$ cat config.mk
export PLATFORM = sky130hd
export DESIGN_NAME = uart_tx_fifo
export DESIGN_NICKNAME = d
export VERILOG_FILES = /design/src/rtl/uart_pkg.sv /design/src/rtl/uart_sync_fifo.sv /design/src/rtl/uart_tx_fifo.sv
export SDC_FILE = /design/constraint.sdc
export NUM_CORES = 1
export LEC_CHECK = 0
export BUFFER_PORTS_ARGS = -buffer_cell sky130_fd_sc_hd__buf_4
export CAP_MARGIN = 20
export CELL_PAD_IN_SITES_DETAIL_PLACEMENT = 1
export CELL_PAD_IN_SITES_GLOBAL_PLACEMENT = 1
export CORE_MARGIN = 5
export CORE_UTILIZATION = 48
export CTS_CLUSTER_DIAMETER = 30
export DETAILED_ROUTE_END_ITERATION = 10
export GPL_ROUTABILITY_DRIVEN = 0
export PLACE_DENSITY_LB_ADDON = 0.05
export SETUP_SLACK_MARGIN = 0.02
export SLEW_MARGIN = 5
export SYNTH_ARGS = -nofsm -noshare
export SYNTH_HDL_FRONTEND = slang
export SYNTH_HIERARCHICAL = 1
export SYNTH_SLANG_ARGS = --single-unit
$ cat constraint.sdc
create_clock -name i_Clock -period 3.3 [get_ports i_Clock]
set_input_delay 0.99 -clock i_Clock [delete_from_list [all_inputs] [get_ports i_Clock]]
set_output_delay 0.99 -clock i_Clock [all_outputs]
set_load 0.01 [all_outputs]
$ cat src/rtl/uart_pkg.sv
// Shared constants and FSM state type for the UART blocks.
// Imported by the TX path and its FIFO.
package uart_pkg;

  localparam int PARITY_NONE = 0;
  localparam int PARITY_ODD  = 1;
  localparam int PARITY_EVEN = 2;

  typedef enum logic [2:0] {
    ST_IDLE,
    ST_START,
    ST_DATA,
    ST_PARITY,
    ST_STOP
  } tx_state_e;

endpackage

$ cat src/rtl/uart_sync_fifo.sv
// Single-clock first-word-fall-through FIFO.
// Pointers wrap naturally because DEPTH is a power of two.
module uart_sync_fifo #(
  parameter int WIDTH = 8,
  parameter int DEPTH = 16
) (
  input  logic                   clk,
  input  logic                   rst,
  input  logic                   write,
  input  logic [WIDTH-1:0]       wdata,
  input  logic                   read,
  output logic [WIDTH-1:0]       rdata,
  output logic                   full,
  output logic                   empty,
  output logic [$clog2(DEPTH):0] count
);

  localparam int AW = $clog2(DEPTH);

  logic [WIDTH-1:0] mem [DEPTH];
  logic [AW-1:0]    wptr;
  logic [AW-1:0]    rptr;
  logic             do_wr;
  logic             do_rd;

  assign full  = (count == (AW+1)'(DEPTH));
  assign empty = (count == '0);
  assign do_wr = write && !full;
  assign do_rd = read && !empty;
  assign rdata = mem[rptr];

  // storage write port
  always_ff @(posedge clk) begin
    if (do_wr) mem[wptr] <= wdata;
  end

  // pointers and occupancy
  always_ff @(posedge clk) begin
    if (rst) begin
      wptr  <= '0;
      rptr  <= '0;
      count <= '0;
    end else begin
      if (do_wr) wptr <= wptr + AW'(1);
      if (do_rd) rptr <= rptr + AW'(1);
      case ({do_wr, do_rd})
        2'b10:   count <= count + (AW+1)'(1);
        2'b01:   count <= count - (AW+1)'(1);
        default: count <= count;
      endcase
    end
  end

endmodule

$ cat src/rtl/uart_tx_fifo.sv
// UART transmitter fed by a TX FIFO; back-to-back frames while data waits.
// Line outputs are registered, so they trail the FSM state by one cycle.
module uart_tx_fifo
  import uart_pkg::*;
#(
  parameter int CLKS_PER_BIT = 217,
  parameter int DATA_BITS    = 8,
  parameter int PARITY       = 0,
  parameter int STOP_BITS    = 1,
  parameter int FIFO_DEPTH   = 16
) (
  input  logic                        i_Clock,
  input  logic                        i_Rst,
  input  logic                        i_TX_DV,
  input  logic [DATA_BITS-1:0]        i_TX_Byte,
  output logic                        o_TX_Ready,
  output logic                        o_TX_Serial,
  output logic                        o_TX_Active,
  output logic                        o_TX_Done,
  output logic                        o_Overflow,
  output logic [$clog2(FIFO_DEPTH):0] o_FIFO_Count
);

  localparam int CW = $clog2(CLKS_PER_BIT);
  localparam int IW = $clog2(DATA_BITS + 1);
  localparam logic [CW-1:0] CNT_MAX   = CW'(CLKS_PER_BIT - 1);
  localparam logic [IW-1:0] LAST_BIT  = IW'(DATA_BITS - 1);
  localparam logic [IW-1:0] LAST_STOP = IW'(STOP_BITS - 1);
  localparam logic          PAR_INIT  = (PARITY == PARITY_ODD);

  if (CLKS_PER_BIT < 2) begin : g_bad_cpb
    $error("CLKS_PER_BIT must be >= 2");
  end
  if (DATA_BITS < 5 || DATA_BITS > 8) begin : g_bad_db
    $error("DATA_BITS must be 5..8");
  end
  if (PARITY < 0 || PARITY > 2) begin : g_bad_par
    $error("PARITY must be 0, 1 or 2");
  end
  if (STOP_BITS < 1 || STOP_BITS > 2) begin : g_bad_sb
    $error("STOP_BITS must be 1 or 2");
  end
  if (FIFO_DEPTH < 2 || (FIFO_DEPTH & (FIFO_DEPTH - 1)) != 0) begin : g_bad_fd
    $error("FIFO_DEPTH must be a power of two >= 2");
  end

  tx_state_e            state;
  tx_state_e            state_n;
  logic [CW-1:0]        cnt;
  logic [CW-1:0]        cnt_n;
  logic [IW-1:0]        idx;
  logic [IW-1:0]        idx_n;
  logic [DATA_BITS-1:0] shift;
  logic [DATA_BITS-1:0] shift_n;
  logic                 par;
  logic                 par_n;
  logic                 pop;
  logic                 stop_end;
  logic                 line;
  logic                 done_d;
  logic                 tick;
  logic [DATA_BITS-1:0] head;
  logic                 full;
  logic                 empty;

  uart_sync_fifo #(
    .WIDTH (DATA_BITS),
    .DEPTH (FIFO_DEPTH)
  ) u_fifo (
    .clk   (i_Clock),
    .rst   (i_Rst),
    .write (i_TX_DV && o_TX_Ready),
    .wdata (i_TX_Byte),
    .read  (pop),
    .rdata (head),
    .full  (full),
    .empty (empty),
    .count (o_FIFO_Count)
  );

  assign o_TX_Ready = !full;
  assign tick       = (cnt == '0);

  // FSM and datapath state register
  always_ff @(posedge i_Clock) begin
    if (i_Rst) begin
      state <= ST_IDLE;
      cnt   <= '0;
      idx   <= '0;
      shift <= '0;
      par   <= 1'b0;
    end else begin
      state <= state_n;
      cnt   <= cnt_n;
      idx   <= idx_n;
      shift <= shift_n;
      par   <= par_n;
    end
  end

  // next state, pop request and end-of-frame detect
  always_comb begin
    state_n  = state;
    cnt_n    = cnt;
    idx_n    = idx;
    shift_n  = shift;
    par_n    = par;
    pop      = 1'b0;
    stop_end = 1'b0;
    unique case (state)
      ST_IDLE: begin
        if (!empty) begin
          pop     = 1'b1;
          shift_n = head;
          cnt_n   = CNT_MAX;
          idx_n   = '0;
          par_n   = PAR_INIT;
          state_n = ST_START;
        end
      end
      ST_START: begin
        if (tick) begin
          cnt_n   = CNT_MAX;
          state_n = ST_DATA;
        end else begin
          cnt_n = cnt - CW'(1);
        end
      end
      ST_DATA: begin
        if (tick) begin
          cnt_n   = CNT_MAX;
          shift_n = shift >> 1;
          par_n   = par ^ shift[0];
          if (idx == LAST_BIT) begin
            idx_n   = '0;
            state_n = (PARITY != PARITY_NONE) ? ST_PARITY : ST_STOP;
          end else begin
            idx_n = idx + IW'(1);
          end
        end else begin
          cnt_n = cnt - CW'(1);
        end
      end
      ST_PARITY: begin
        if (tick) begin
          cnt_n   = CNT_MAX;
          idx_n   = '0;
          state_n = ST_STOP;
        end else begin
          cnt_n = cnt - CW'(1);
        end
      end
      ST_STOP: begin
        if (tick) begin
          cnt_n = CNT_MAX;
          if (idx == LAST_STOP) begin
            stop_end = 1'b1;
            idx_n    = '0;
            if (!empty) begin
              pop     = 1'b1;
              shift_n = head;
              par_n   = PAR_INIT;
              state_n = ST_START;
            end else begin
              state_n = ST_IDLE;
            end
          end else begin
            idx_n = idx + IW'(1);
          end
        end else begin
          cnt_n = cnt - CW'(1);
        end
      end
      default: state_n = ST_IDLE;
    endcase
  end

  // line level implied by the current state
  always_comb begin
    line = 1'b1;
    unique case (state)
      ST_START:  line = 1'b0;
      ST_DATA:   line = shift[0];
      ST_PARITY: line = par;
      default:   line = 1'b1;
    endcase
  end

  // registered outputs; done is delayed to line up with the last stop bit
  always_ff @(posedge i_Clock) begin
    if (i_Rst) begin
      o_TX_Serial <= 1'b1;
      o_TX_Active <= 1'b0;
      o_TX_Done   <= 1'b0;
      o_Overflow  <= 1'b0;
      done_d      <= 1'b0;
    end else begin
      o_TX_Serial <= line;
      o_TX_Active <= (state != ST_IDLE);
      done_d      <= stop_end;
      o_TX_Done   <= done_d;
      o_Overflow  <= i_TX_DV && full;
    end
  end

endmodule

### Word-level counts from Yosys, hierarchy flattened

Memory sizes are Yosys's and may differ from the RTL's. A register that Yosys moved wholly into a read port is not among the register bits.
Index checks and enable logic that the tools add are counted.

* register bits after elaboration: 42
* memory bits (writable): 128
* bits of input ports: 11
* logic and storage cells: 99
* memories: 1

* $add $sub $neg: 6
* eq/ne operators: 15
* multiplexer cells: 40
* bitwise logic cells: 3
* reduce and logical (&&, ||, !) cells: 21

Memory list
* u_fifo.mem: words 16, bits a word 8, read ports 1, clocked after memory_dff 1, wr ports 1, line uart_sync_fifo.sv:20 `logic [WIDTH-1:0] mem [DEPTH];`

Operators by type and width (number)
* 2-to-1 mux 8 bit: 6
* 2-to-1 mux 4 bit: 8
* case mux 8 bit (3 select lines): 1
* 2-to-1 mux 3 bit: 7
* case mux 4 bit (4 select lines): 1
* case mux 8 bit (2 select lines): 1
* case mux 3 bit (5 select lines): 1
* inequality test 2 bit (second input constant): 7
* adder 4 x 1 -> 4 bit (second input constant): 3
* 2-to-1 mux 1 bit: 11
* case mux 5 bit (2 select lines): 1
* zero test 8 bit: 1
* subtractor 8 x 1 -> 8 bit (second input constant): 1
* AND reduction 7 bit: 1
* == test 3 x 2 -> 1 bit (second input constant): 2
* case mux 1 bit (3 select lines): 2
* nonzero test 3 bit: 2
* adder 5 x 1 -> 5 bit (second input constant): 1
* == test 5 bit (second input constant): 1
* zero test 5 bit: 1
* AND reduction 5 bit: 1
* subtractor 5 x 1 -> 5 bit (second input constant): 1
* == test 4 x 3 -> 1 bit (second input constant): 1
* logical AND 1 bit: 4
* other kinds (16): 19

### Depth between registers and ports, before layout

* depth after elaboration: 8
* depth in mapped cells: 15
* mapped depth without buffers: 13

### Cells and area by module

Netlist, hierarchy kept.

By module, submodules not included
* uart_sync_fifo: times used 1, cells each 305, area an instance 5974.5 um^2, seq. area each 4184.0 um^2
* uart_tx_fifo: times used 1, cells each 188, area an instance 1656.6 um^2, seq. area each 580.6 um^2

### Least setup slack after synthesis

Ideal clock, no wire load.

* path type: register to register
* start point: register u_fifo.count[2]
* end point: register u_fifo.count[2]
* arrival time: 3.280 ns
* required time: 3.229 ns
* slack: -0.050 ns
* cell stages (with the launch flop): 16
* path buffers: 3
* cell sequence: dfxtp_1 buf_2 or4_1 buf_2 nor2_1 or3_1 a21oi_1 o21ai_4 inv_1 ha_1 clkbuf_1 xor2_1 ha_1 o21a_1 or4_1 a21oi_1

* word-level cells in the longest chain between the ends: 8

Ends and longest elaborated chain
* from (decl): line uart_sync_fifo.sv:15 `output logic [$clog2(DEPTH):0] count`
* from (signal assigned): line uart_sync_fifo.sv:47 `2'b10: count <= count + (AW+1)'(1);`
* from (signal assigned): line uart_sync_fifo.sv:48 `2'b01: count <= count - (AW+1)'(1);`
* from (signal assigned): line uart_sync_fifo.sv:49 `default: count <= count;`
* zero test 5 bit *: line uart_sync_fifo.sv:27 `assign empty = (count == '0);`
* named net empty: line uart_tx_fifo.sv:64 `logic empty;`
* 2-to-1 mux 1 bit *: line uart_tx_fifo.sv:112, uart_tx_fifo.sv:159
* 2-to-1 mux 1 bit: line uart_tx_fifo.sv:156 `if (idx == LAST_STOP) begin`
* 2-to-1 mux 1 bit: line uart_tx_fifo.sv:154 `if (tick) begin`
* case mux 1 bit (2 select lines) *: line uart_tx_fifo.sv:110 `unique case (state)`
* named net pop: line uart_tx_fifo.sv:57 `logic pop;`
* logical AND 1 bit *: line uart_sync_fifo.sv:29 `assign do_rd = read && !empty;`
* named net u_fifo.do_rd: line uart_sync_fifo.sv:24 `logic do_rd;`
* == test 2 x 1 -> 1 bit or == test 2 bit (tied branches): line uart_sync_fifo.sv:46 `case ({do_wr, do_rd})`
* case mux 5 bit (2 select lines) or nonzero test 2 bit (tied branches)

The timed path passes the listed nets; every way through them passes the cells marked *.
A chain may end at the register's enable or synchronous reset.

### Final worst setup path

* start point: register idx[0]
* end point: register u_fifo.count[2]

* word-level cells in the longest chain between the ends: 7

Ends and longest elaborated chain
* from (decl): line uart_tx_fifo.sv:51 `logic [IW-1:0] idx;`
* from (signal assigned): line uart_tx_fifo.sv:95 `idx <= idx_n;`
* zero test 4 bit *: line uart_tx_fifo.sv:156
* 2-to-1 mux 1 bit *: line uart_tx_fifo.sv:156
* 2-to-1 mux 1 bit *: line uart_tx_fifo.sv:154
* case mux 1 bit (2 select lines) *: line uart_tx_fifo.sv:110
* named net pop: line uart_tx_fifo.sv:57
* logical AND 1 bit *: line uart_sync_fifo.sv:29
* named net u_fifo.do_rd: line uart_sync_fifo.sv:24
* == test 2 x 1 -> 1 bit or == test 2 bit (tied branches): line uart_sync_fifo.sv:46
* case mux 5 bit (2 select lines) or nonzero test 2 bit (tied branches)

Marked as above.

==> impl_metrics.py <==
metrics = {
    "run_status": {
        "outcome": "finished, final reports clean",
    },
    "sta": {
        "setup_viol": 0,
        "worstMarginPinSlew_ns": 0.689,
        "clock_skew_ns": 0.00813,
        "rsz0062_at_grt": "no",
        "setup_ws_ns": 0.317,
        "maxSlewViolCount": 0,
        "fin_crit_sh_pct": 90.4,
        "max_freq_ghz": 0.335,
        "max-slew-margin-rel_pct": 53.9,
        "tns_ns": 0,
        "fin_crit_ns": 2.98,
        "hold_viol": 0,
    },
    "clock_network": {
        "ctsResizeCount": 0,
        "cts_root_buffer": "clkbuf_16",
        "clkTransAtPathRegs_ns": 0.07,
        "clk_latency_ns": 0.42,
        "h-tree-depth": 4,
        "cts_tree": "built",
        "ctsLongestPathBuffers": 2,
        "numCtsBuffers": 17,
        "cts-hold-fix-buffers": 0,
        "clock-sinks": 174,
        "post_cts_buffers": 0,
    },
    "global_routing": {
        "gr-usage-all-layers_pct": 17.9,
        "grt_pass1_vias": 4442,
        "grt_max_degree": 55,
        "grt_pass1_wl_mm": 24.7,
        "antenna_found_initial": 0,
        "grt-ovfl-total": 0,
    },
    "logic_synthesis": {
        "syn_avg_cell_area_sq_um": 15.5,
        "ys_ff_latch": 174,
        "synth.most_common_cell": "edfxtp_1",
        "synth_fp_nets": 516,
        "synth_area_leaders": "edfxtp_1, dfxtp_1, mux4_1, mux4_2, ha_1",
        "ys_async_sr_fraction_pct": 0,
        "yosysUniqueCellTypes": 63,
        "ys.flop_type": "edfxtp_1",
        "synthTopCellsByCount": "edfxtp_1, dfxtp_1, nor2_1, nand2_1, mux4_1",
        "yosys_warnings": 6,
        "synth_top_area_cell": "edfxtp_1",
        "yosysSeqAreaShare_pct": 62.4,
        "synth_edf_count": 128,
        "syn_inst": 493,
        "syn-cell-area_sq_um": 7630,
        "synth_top_area_share_pct": 50.4,
    },
    "worst_hold_path": {
        "hp-class": "reg -> reg",
    },
    "worst_setup_path": {
        "max_stage_delay_ns": 0.46,
        "crit_arrival_ns": 3.34,
        "cp_cell_sequence": "inv_1 -> ha_1 -> nor3b_1 -> nand3_1 -> a21oi_2 -> o21ai_4 -> inv_1 -> ha_1 -> xor2_1 -> ha_1 -> nor3_1 -> or4_1 -> a21oi_1",
        "crit_required_ns": 3.65,
        "endpoint_kind": "flop",
        "critPathKind": "reg -> reg",
        "cp_slowest_cell": "or4_1",
        "path_common_cell": "ha_1",
        "cpLargestDelayFamily": "simple AND/OR/NAND/NOR gates",
        "crit_fanout": 5,
        "start_kind": "flop",
        "reg2reg_slack_ns": 0.32,
        "crit_buf_inv": 2,
    },
    "finish": {
        "seq_area_sq_um": 4770,
        "diodes": 0,
        "fin_nets": 553,
        "fillers": 1472,
        "multi_input_area_sq_um": 2640,
        "layout-drive-gt1-share_pct": 20.3,
        "finish.utilization_pct": 55.3,
        "syn2layout_area_growth_pct": 13.9,
    },
    "pwr": {
        "p_leak_uw": 0.00302,
        "p_sw_uw": 2420,
        "fin_total_pwr_uw": 7290,
        "powerDensity_nw_per_um2": 838,
        "switching_share_pct": 33.3,
        "max-vdd-ir-drop_mv": 0.683,
        "power_frac_comb_pct": 34.3,
        "internal-power_uw": 4860,
        "pwr-share-clk_pct": 27.9,
        "p_seq_share_pct": 37.8,
    },
    "flow_run": {
        "maxCapViolations": 0,
    },
    "drt": {
        "drc": 0,
        "vias_per_cell": 5.66,
        "via_count": 4297,
        "ant_nets": 0,
        "first_pass_iters": 4,
        "first_iter_violations": 239,
        "wl_mm": 15.5,
        "wire_per_inst_microns": 20.4,
    },
    "floorplan": {
        "ioPinCount": 21,
        "dieArea_sq_um": 18500,
        "rows": 46,
        "die_y_microns": 136,
        "fp.dieW_microns": 136,
        "coreArea_sq_um": 15700,
        "floorplan.initialDensity_pct": 48.6,
    },
    "placement": {
        "post-place-ws_ns": 0.303,
        "dp_hpwl_mm": 10.5,
        "port_buffers": 20,
    },
}
[sequential cells by signal, summed over array words and instances (netlist names), 3 cells and up, named ones only]
register,flops
u_fifo/rptr,4
cnt,8
u_fifo/wptr,4
state,3
shift,8
idx,4
u_fifo/mem,128
u_fifo/count,5
[power groups by stage]
stage	Clock [uW]	Combinational (uW)	Sequential [uW]
after floorplan	0	1930	2740
after global placement	0	2460	2790
after detailed placement	0	2510	2800
after CTS	2090	2530	2750
after global routing	2200	2730	2790
final	2040	2500	2750
[path summary, 6_finish.rpt]
| path | start | endpoint | cells past startpoint |
|---|---|---|---|
| setup / recovery | idx[0] | u_fifo/count[2] | 13 |
| hold / removal | done_d | o_TX_Done | 1 |
| setup reg to reg | idx[0] | u_fifo/count[2] | 13 |
| hold reg to reg | done_d | o_TX_Done | 1 |
[metrics by stage]
stage               instance area (sq um)  instances  hold WS, ns
floorplan                            7630        493        0.414
global placement                     8100        727        0.423
detailed placement                   8100        727        0.437
CTS                                  8690        759        0.458
global route                         8690        759        0.476
finish                               8690        759        0.453
[cells by family after synthesis]
| family | count (synthesis) | share of synthesized area, % |
|---|---|---|
| compound gates | 64 | 6.23 |
| xor+xnor | 13 | 1.49 |
| fa+ha+maj | 12 | 1.97 |
| buf+inv | 43 | 2.97 |
| flops | 174 | 62.4 |
| mux | 50 | 15.0 |
| simple gates | 137 | 9.95 |
[worst register-to-register path: cells and delay by family (launching register included)]
family | cells | cell delay (ns)
compound gates | 3 | 0.53
xor+xnor | 1 | 0.18
fa+ha+maj | 3 | 0.51
buf+inv | 2 | 0.16
flops | 1 | 0.34
simple gates | 4 | 1.18
[area by class of cell]
cell class / instances / share of cell area [%]
multi-input combinational: 276 / 30.4
tap: 216 / 3.11
inverter: 15 / 0.662
sequential: 174 / 54.8
clock buffer: 18 / 4.94
timing repair buffer: 46 / 4.12
clock inverter: 14 / 1.96
[cell usage in the layout, fill, tap and decap left out, types with 3 or more instances in the layout]
cell type,Yosys,routed
clkbuf_16,0,17
nor3b_2,3,3
and3_1,4,4
mux2_4,7,7
nor3b_1,4,4
o21ai_1,3,3
inv_1,14,14
nor3_1,11,11
nand2b_1,7,7
dfxtp_1,46,45
o21a_1,4,4
o31ai_1,3,3
edfxtp_1,128,128
mux4_2,12,12
nor2_1,32,32
xnor2_1,4,4
a21oi_1,19,18
mux4_1,28,28
o211ai_1,6,6
or4_1,7,7
nand2_1,29,29
nand3_1,6,6
buf_4,2,45
inv_8,0,4
or3_1,3,3
mux2i_1,3,3
inv_6,0,5
a22oi_1,4,4
xor2_1,9,9
nand3b_1,5,5
ha_1,12,12
a31oi_1,4,4
nor2b_1,12,12
[routing by layer]
metal  track usage, %  vias up  share of wire [%]
li1                 -     2010                  -
met1             22.4     2212                 44
met2             31.1       61                 52
met3             3.92       14                2.8
met4             5.38        0                1.2
met5                0        -                  0
Note: power is estimated with default switching activity, not from simulation.
